`src/rtl/regfile_rv32_if.sv`:
```
// ---------------------------------------------------------------------------
// regfile_rv32_if
//
// Bundles every non-clock/non-reset signal of the RV32I register file.
//
//   Writeback : iDregADDR, iDregDATA     (address 0 means "no write")
//   Read      : iRs1ADDR, iRs2ADDR, iRdEN -> oRs1DATA, oRs2DATA, oRdVALID
//   Issue     : iIssueVALID, iIssueRD    (marks a register pending)
//   Hazard    : oRs1BUSY, oRs2BUSY, oHAZARD (combinational)
//
// Modports:
//   master : the pipeline side (writeback + decode); drives the i* signals.
//   slave  : the register file; drives the o* signals.
// ---------------------------------------------------------------------------
interface regfile_rv32_if #(
    parameter int XLEN = 32,
    parameter int NREG = 32
);
    localparam int AW = $clog2(NREG);

    logic [AW-1:0]   iDregADDR;
    logic [XLEN-1:0] iDregDATA;
    logic [AW-1:0]   iRs1ADDR;
    logic [AW-1:0]   iRs2ADDR;
    logic            iRdEN;
    logic [XLEN-1:0] oRs1DATA;
    logic [XLEN-1:0] oRs2DATA;
    logic            oRdVALID;
    logic            iIssueVALID;
    logic [AW-1:0]   iIssueRD;
    logic            oRs1BUSY;
    logic            oRs2BUSY;
    logic            oHAZARD;

    modport master (
        output iDregADDR, iDregDATA,
        output iRs1ADDR, iRs2ADDR, iRdEN,
        output iIssueVALID, iIssueRD,
        input  oRs1DATA, oRs2DATA, oRdVALID,
        input  oRs1BUSY, oRs2BUSY, oHAZARD
    );

    modport slave (
        input  iDregADDR, iDregDATA,
        input  iRs1ADDR, iRs2ADDR, iRdEN,
        input  iIssueVALID, iIssueRD,
        output oRs1DATA, oRs2DATA, oRdVALID,
        output oRs1BUSY, oRs2BUSY, oHAZARD
    );
endinterface

```
`src/rtl/regfile_rv32.sv`:
```
// ---------------------------------------------------------------------------
// regfile_rv32
//
// Architectural register file plus pending-write scoreboard for an RV32I
// pipeline.
//
//   iCLK  : clock, all state updates on the rising edge
//   iRST  : synchronous active-high reset; clears registers, scoreboard and
//           the read outputs
//   bus   : regfile_rv32_if.slave
//           - writeback port commits iDregDATA to iDregADDR (x0 ignored)
//           - two registered read ports with same-cycle writeback bypass
//           - busy flags / hazard computed combinationally from the
//             scoreboard and the current read addresses
// ---------------------------------------------------------------------------
module regfile_rv32 #(
    parameter int XLEN = 32,
    parameter int NREG = 32
) (
    input  logic           iCLK,
    input  logic           iRST,
    regfile_rv32_if.slave  bus
);
    localparam int AW = $clog2(NREG);

    // Register array and scoreboard
    logic [XLEN-1:0] regs_q [NREG];
    logic [XLEN-1:0] regs_d [NREG];
    logic [NREG-1:0] busy_q;
    logic [NREG-1:0] busy_d;

    // Registered read outputs
    logic [XLEN-1:0] rs1_data_q, rs1_data_d;
    logic [XLEN-1:0] rs2_data_q, rs2_data_d;
    logic            rd_valid_q, rd_valid_d;

    logic wr_en;
    logic issue_en;
    logic wb_hit1;
    logic wb_hit2;

    assign wr_en    = (bus.iDregADDR != '0);
    assign issue_en = bus.iIssueVALID && (bus.iIssueRD != '0);

    // A writeback to the address being read this cycle: the read takes the
    // incoming data and the busy flag is masked, since the value is here now.
    assign wb_hit1 = wr_en && (bus.iDregADDR == bus.iRs1ADDR);
    assign wb_hit2 = wr_en && (bus.iDregADDR == bus.iRs2ADDR);

    // Per-register next state. Entry 0 is tied off so x0 reads as zero and
    // can never be marked busy.
    genvar gi;
    generate
        for (gi = 0; gi < NREG; gi++) begin : g_reg
            if (gi == 0) begin : g_x0
                assign regs_d[gi] = '0;
                assign busy_d[gi] = 1'b0;
            end else begin : g_xn
                logic wr_sel;
                logic iss_sel;
                assign wr_sel  = wr_en    && (bus.iDregADDR == AW'(gi));
                assign iss_sel = issue_en && (bus.iIssueRD  == AW'(gi));

                assign regs_d[gi] = wr_sel ? bus.iDregDATA : regs_q[gi];
                // Issue beats writeback: a new producer has just been sent
                // down the pipe, so the register is still pending.
                assign busy_d[gi] = iss_sel ? 1'b1 :
                                    wr_sel  ? 1'b0 : busy_q[gi];
            end
        end
    endgenerate

    // Read ports: capture on iRdEN, otherwise hold.
    always_comb begin
        rs1_data_d = rs1_data_q;
        rs2_data_d = rs2_data_q;
        rd_valid_d = bus.iRdEN;
        if (bus.iRdEN) begin
            rs1_data_d = wb_hit1 ? bus.iDregDATA : regs_q[bus.iRs1ADDR];
            rs2_data_d = wb_hit2 ? bus.iDregDATA : regs_q[bus.iRs2ADDR];
        end
    end

    always_ff @(posedge iCLK) begin
        if (iRST) begin
            for (int i = 0; i < NREG; i++) begin
                regs_q[i] <= '0;
            end
            busy_q     <= '0;
            rs1_data_q <= '0;
            rs2_data_q <= '0;
            rd_valid_q <= 1'b0;
        end else begin
            for (int i = 0; i < NREG; i++) begin
                regs_q[i] <= regs_d[i];
            end
            busy_q     <= busy_d;
            rs1_data_q <= rs1_data_d;
            rs2_data_q <= rs2_data_d;
            rd_valid_q <= rd_valid_d;
        end
    end

    assign bus.oRs1DATA = rs1_data_q;
    assign bus.oRs2DATA = rs2_data_q;
    assign bus.oRdVALID = rd_valid_q;

    assign bus.oRs1BUSY = busy_q[bus.iRs1ADDR] & ~wb_hit1;
    assign bus.oRs2BUSY = busy_q[bus.iRs2ADDR] & ~wb_hit2;
    assign bus.oHAZARD  = bus.iRdEN & (bus.oRs1BUSY | bus.oRs2BUSY);

endmodule

```
`src/flat_wrapper.sv`:
```
// flat-port wrapper written by rule: the top's interface ports become plain ports
module regfile_rv32_flat 
#(
    parameter int XLEN = 32,
    parameter int NREG = 32
)
  (iCLK, iRST, bus_iDregADDR, bus_iDregDATA, bus_iRs1ADDR, bus_iRs2ADDR, bus_iRdEN, bus_iIssueVALID, bus_iIssueRD, bus_oRs1DATA, bus_oRs2DATA, bus_oRdVALID, bus_oRs1BUSY, bus_oRs2BUSY, bus_oHAZARD);
  regfile_rv32_if #(.XLEN(XLEN), .NREG(NREG)) bus_i ();
  input  logic iCLK;
  input  logic iRST;
  input wire logic [$bits(bus_i.iDregADDR)-1:0] bus_iDregADDR;
  input wire logic [$bits(bus_i.iDregDATA)-1:0] bus_iDregDATA;
  input wire logic [$bits(bus_i.iRs1ADDR)-1:0] bus_iRs1ADDR;
  input wire logic [$bits(bus_i.iRs2ADDR)-1:0] bus_iRs2ADDR;
  input wire logic [$bits(bus_i.iRdEN)-1:0] bus_iRdEN;
  input wire logic [$bits(bus_i.iIssueVALID)-1:0] bus_iIssueVALID;
  input wire logic [$bits(bus_i.iIssueRD)-1:0] bus_iIssueRD;
  output wire logic [$bits(bus_i.oRs1DATA)-1:0] bus_oRs1DATA;
  output wire logic [$bits(bus_i.oRs2DATA)-1:0] bus_oRs2DATA;
  output wire logic [$bits(bus_i.oRdVALID)-1:0] bus_oRdVALID;
  output wire logic [$bits(bus_i.oRs1BUSY)-1:0] bus_oRs1BUSY;
  output wire logic [$bits(bus_i.oRs2BUSY)-1:0] bus_oRs2BUSY;
  output wire logic [$bits(bus_i.oHAZARD)-1:0] bus_oHAZARD;
  assign bus_i.iDregADDR = bus_iDregADDR;
  assign bus_i.iDregDATA = bus_iDregDATA;
  assign bus_i.iRs1ADDR = bus_iRs1ADDR;
  assign bus_i.iRs2ADDR = bus_iRs2ADDR;
  assign bus_i.iRdEN = bus_iRdEN;
  assign bus_i.iIssueVALID = bus_iIssueVALID;
  assign bus_i.iIssueRD = bus_iIssueRD;
  assign bus_oRs1DATA = bus_i.oRs1DATA;
  assign bus_oRs2DATA = bus_i.oRs2DATA;
  assign bus_oRdVALID = bus_i.oRdVALID;
  assign bus_oRs1BUSY = bus_i.oRs1BUSY;
  assign bus_oRs2BUSY = bus_i.oRs2BUSY;
  assign bus_oHAZARD = bus_i.oHAZARD;
  regfile_rv32 #(.XLEN(XLEN), .NREG(NREG)) u_core (.iCLK(iCLK), .iRST(iRST), .bus(bus_i));
endmodule
```
`config.mk`:
```
export PLATFORM = sky130hd
export DESIGN_NAME = regfile_rv32_flat
export DESIGN_NICKNAME = d
export VERILOG_FILES = /design/src/rtl/regfile_rv32_if.sv /design/src/rtl/regfile_rv32.sv /design/src/flat_wrapper.sv
export SDC_FILE = /design/constraint.sdc
export NUM_CORES = 2
export LEC_CHECK = 0
export CORE_MARGIN = 3
export CORE_UTILIZATION = 30
export DETAILED_ROUTE_END_ITERATION = 8
export PLACE_DENSITY_LB_ADDON = 0.1
export SLEW_MARGIN = 25
export SYNTH_ARGS = -nofsm -noshare
export SYNTH_HDL_FRONTEND = slang
export SYNTH_SLANG_ARGS = --single-unit
```
`constraint.sdc`:
```
create_clock -name iCLK -period 8.85 [get_ports iCLK]
set_clock_uncertainty 0.1 [all_clocks]
set_input_delay 2.2125 -clock iCLK [delete_from_list [all_inputs] [get_ports iCLK]]
set_output_delay 2.2125 -clock iCLK [all_outputs]
set_load 0.05 [all_outputs]
```
After elaboration in Yosys (flattened, before gate mapping) --
Memories as Yosys holds them, arrays and structs flattened. Cells that the tools add are included.
Operators by class: magnitude comparators 2, reductions and logical operators 129, equal/unequal tests 95, muxes and demuxes 134, bitwise logic cells 38
Operator list (count):
- 32-bit two-way mux | 65
- 5-bit equality test, second input constant | 32
- 5-bit by 4-bit equality test with 1-bit output, second input constant | 16
- 1-bit two-way mux | 67
- 1-bit logical AND | 65
- 2-bit AND reduction | 31
- 2-bit nonzero test | 31
- 5-bit by 3-bit equality test with 1-bit output, second input constant | 8
- 1-bit OR | 33
- 1-bit inequality test, second input constant | 31
- 5-bit by 2-bit equality test with 1-bit output, second input constant | 4
- 5-bit by 6-bit < comparator with 1-bit output, second input constant | 2
- 1-bit binary-select mux with 5-bit select | 2
- 5-bit by 1-bit equality test with 1-bit output, second input constant | 2
- 5-bit equality test | 2
- 5-bit nonzero test | 2
- 1-bit bitwise AND | 3
- 1-bit NOT | 2
Word-level totals: output and inout port bits 68, register bits 97, memory bits (writable) 1024, memories kept 1, word-level logic and storage cells 434, bits of input ports 56
Memories:
- u_core.regs_q | words 32, bits a word 32, read ports 2, clocked after Yosys merged registers in 0, wr ports 32, RTL line regfile_rv32.sv:27 | logic [XLEN-1:0] regs_q [NREG];

Logic depth before layout (Yosys ltp) --
depth after elaboration 6, gate-level depth with buffers 9, depth with buffers taken out 6

Worst setup path before layout --
Ideal clock, no wire load.
path kind input to output, start point input bus_iDregADDR[2], end point output bus_oHAZARD, path buffers 1, data arrival time 4.664 ns, required time 6.537 ns, path slack 1.873 ns, cell stages on the path 6, cell sequence buf_2 or3_4 o21ai_2 a21oi_2 o41ai_2 o21a_1
On the way: longest elaborated chain between the ends 6, elaborated cells between the ends (all ways) 11, those cells by class eq/ne: 2; bitwise: 6; reduce/logical: 3
Ends and longest elaborated chain:
- from (decl) | RTL line flat_wrapper.sv:11 | input wire logic [$bits(bus_i.iDregADDR)-1:0] bus_iDregADDR;
- 5-bit equality test or 5-bit nonzero test (tied branches) | RTL line regfile_rv32.sv:47, regfile_rv32.sv:42
- 1-bit logical AND (*) | RTL line regfile_rv32.sv:47 | assign wb_hit1 = wr_en && (bus.iDregADDR == bus.iRs1ADDR);
- 1-bit NOT (*) | RTL line regfile_rv32.sv:108 | assign bus.oRs1BUSY = busy_q[bus.iRs1ADDR] & ~wb_hit1;
- 1-bit bitwise AND (*) | RTL line regfile_rv32.sv:108
- net bus_oRs1BUSY | RTL line flat_wrapper.sv:21 | output wire logic [$bits(bus_i.oRs1BUSY)-1:0] bus_oRs1BUSY;
- 1-bit OR (*) | RTL line regfile_rv32.sv:110 | assign bus.oHAZARD = bus.iRdEN & (bus.oRs1BUSY | bus.oRs2BUSY);
- 1-bit bitwise AND (*) | RTL line regfile_rv32.sv:110
- to (decl) | RTL line flat_wrapper.sv:23 | output wire logic [$bits(bus_i.oHAZARD)-1:0] bus_oHAZARD;
Mark *: on every way through the listed nets, which the timed path passes. The rest lies on a longest branch.

Worst setup path after layout --
start point input bus_iDregADDR[4], end point output bus_oHAZARD
On the way: longest elaborated chain between the ends 6, elaborated cells between the ends (all ways) 11, those cells by class eq/ne: 2; bitwise: 6; reduce/logical: 3
Ends and longest elaborated chain (RTL line):
- 5-bit equality test, or another cell as far along | regfile_rv32.sv:47
- 1-bit logical AND (on tied branches) | regfile_rv32.sv:47, regfile_rv32.sv:48
- 1-bit NOT (on tied branches) | regfile_rv32.sv:108, regfile_rv32.sv:109
- 1-bit bitwise AND (on tied branches) | regfile_rv32.sv:108, regfile_rv32.sv:109
- 1-bit OR (*) | regfile_rv32.sv:110
- 1-bit bitwise AND (*) | regfile_rv32.sv:110
Mark *: on every way between the ends. The rest lies on a longest branch, timed or not.

==> flow_summary.ini <==
[outcome]
status = finished clean

[worst_setup_path]
rrSetupSlack_ps = 6300
r2r_start = u_core.regs_q[5][1]
crit_arrival_ps = 5130
startpoint = bus_iDregADDR[4]
timing.rr.end = u_core.bus.oRs1DATA[1]
cp.required_ps = 6540
cp-start-kind = input pin
crit_path_end_kind = primary output
path_class = input pin to primary output
ff2ff_path_depth = 5
crit_fanout = 12

[hold_path]
holdCritPathClass = flop to flop
hold_depth = 2
hold_end = u_core.busy_q[29]
min_from = u_core.busy_q[29]

[final_layout]
final_nets = 4171
drive_gt1_share_pct = 16.5
area_delta_synth_final_pct = 13.9
final_cell_mix = edfxtp_1 (992), nor2_1 (728), mux2i_1 (540), mux4_2 (223), nand2_1 (146)
postLayoutCoreUtil_pct = 34.6
final_common_cell = edfxtp_1

[floorplan]
die_h_um = 432
io_pins = 124
initial_utilization_pct = 30.3
dieWidth_um = 432
core_area_sq_um = 179000
rows = 155
fp.dieArea_sq_um = 187000

[clock_tree]
cts_hold_repair.buffers = 0
cts_setup_buffers = 0
cts_sinks = 1088
numCtsBuffers = 132
cts_max_level = 4
clk_latency_ps = 780
cts_tree = done
cts_resized = 0
cts_buffer_depth = 3
clk_pin_slew_ps = 60
cts-root-buf = clkbuf_16

[synth]
synthCells = 4091
synth_warnings = 0
yosysTopAreaCell = edfxtp_1
yosysTopAreaCellShare_pct = 54.7
netlist_top_cells_area = edfxtp_1 (55%), mux2i_1 (9.9%), mux4_2 (9.2%), nor2_1 (5.0%), dfxtp_1 (3.5%)
syn_avg_cell_area_sq_um = 13.3
ys_seq_area_share_pct = 58.2
syn_nets = 4147
async_reset_ff_share_pct = 0
syn_area_sq_um = 54400
synthDistinctLibCells = 61
synth_flop_cell = edfxtp_1
ys_ff_latch = 1088
synth_edf_count = 992

[power_and_ir_drop]
powerDensity_nw_per_um2 = 215
p_leak_nw = 21.6
power.ir.vdd_worst_mv = 0.181
power.total_mw = 13.3

[global_routing]
grt_pass1_vias = 37500
grt_max_degree = 107
grt_usage_pct = 24.5
overflow = 0
grt_pass1_wl_mm = 316
antenna_found_initial = 8

[timing]
fin_tns_setup_ps = 0
grt_setup_unrepaired = false
period_share_pct = 84.1
finalCriticalPeriod_ps = 7440
max_slew.worst_pin.slew_ps = 1110
slew_headroom_pct = 25.8
slew_viol_final = 0
setup_viol = 0
fmaxAchievable_ghz = 0.134
hold_viol_final = 0

[routing]
wl_per_cell_um = 35.3
ant_nets = 0
vias = 37600
drt-initial-drc-count = 3770
viasPerCell = 5.72
drc = 0
firstDrtPassIters = 5
wl_mm = 232

[place]
gp_congestion = 0.830
place_hpwl_mm = 135
numPortBuffers = 123

[job]
drv_cap = 0
## per-stage QoR
stage          hold WS (ps)  worst slack (ps)  instance area, sq um  instances
3_3_place_gp            367              1310                 57800       6336
2_1_floorplan           340              1870                 54400       4091
6_report                387              1410                 62000       6576
5_1_grt                 396              1380                 62000       6574
4_1_cts                 385              1350                 62000       6573
3_5_place_dp            372              1340                 57800       6336
## sequential cells by signal, indices dropped and copies added, names as in the netlist
name / count
u_core.regs_q: 992
u_core.bus.oRs1DATA: 32
u_core.bus.oRs2DATA: 32
u_core.busy_q: 31
u_core.bus.oRdVALID: 1
## area by class of cell
class | count | area (sq um)
Antenna cell | 3 | 7.51
Clock buffer | 176 | 3640
Clock inverter | 61 | 518
Fill cell | 17300 | 117000
Inverter | 50 | 193
Multi-Input combinational cell | 2581 | 20600
Sequential cell | 1088 | 31700
Tap cell | 2355 | 2950
Timing Repair Buffer | 262 | 2360
## synthesized netlist by cell type (25+ instances only)
cell	number
a32o_1	34
mux2i_1	540
a221oi_1	25
o22ai_1	46
buf_6	42
buf_4	56
buf_2	87
nand2_1	196
inv_1	48
a211oi_1	118
clkbuf_1	162
mux4_2	223
dfxtp_1	96
nor2b_1	58
mux2_2	54
a21oi_1	92
nor2_1	731
nor3_1	49
edfxtp_1	992
a22oi_1	141
nand3_1	36
## worst max path at each step
| stage | endpoint | slack [ps] | cells past startpoint |
|---|---|---|---|
| 2_1_floorplan | bus_oHAZARD | 1870 | 6 |
| 3_3_place_gp | bus_oHAZARD | 1310 | 7 |
| 3_5_place_dp | bus_oHAZARD | 1340 | 7 |
| 4_1_cts | bus_oHAZARD | 1350 | 7 |
| 5_1_grt | bus_oHAZARD | 1380 | 7 |
| 6_report | bus_oHAZARD | 1410 | 7 |
## metal layers
| layer | vias to the layer above | GRT usage (%) | share of wire [%] |
|---|---|---|---|
| met4 | 0 | 7.63 | 3.1 |
| met3 | 319 | 3.65 | 5.6 |
| li1 | 15800 | - | - |
| met5 | - | 0 | 0 |
| met1 | 20200 | 33.1 | 44 |
| met2 | 1386 | 40.4 | 48 |
## worst max-delay path, cell delays in order
cell and delay, ps:
clkdlybuf4s50_1 620, or3_4 440, o21ai_2 160, a21oi_2 280
o41ai_2 970, o21a_1 290, buf_12 140
## power breakdown
group          switching, mW  internal (mW)
clock                   2.24           3.10
sequential             0.190           6.01
combinational           1.20          0.610
total                   3.63           9.71
## cell families (layout without fill, tap and decap cells)
logic type / after synthesis / after routing / synth area share, %
muxes: 817 / 817 / 20.3
other: 0 / 3 / 0
xor gates and xnor gates: 8 / 8 / 0.129
buffers and inverters: 422 / 549 / 4.24
DFF: 1088 / 1088 / 58.2
AOI/OAI and AO/OA: 628 / 628 / 8.55
and+or+nand+nor: 1128 / 1128 / 8.56
(Power assumes the default switching activity.)
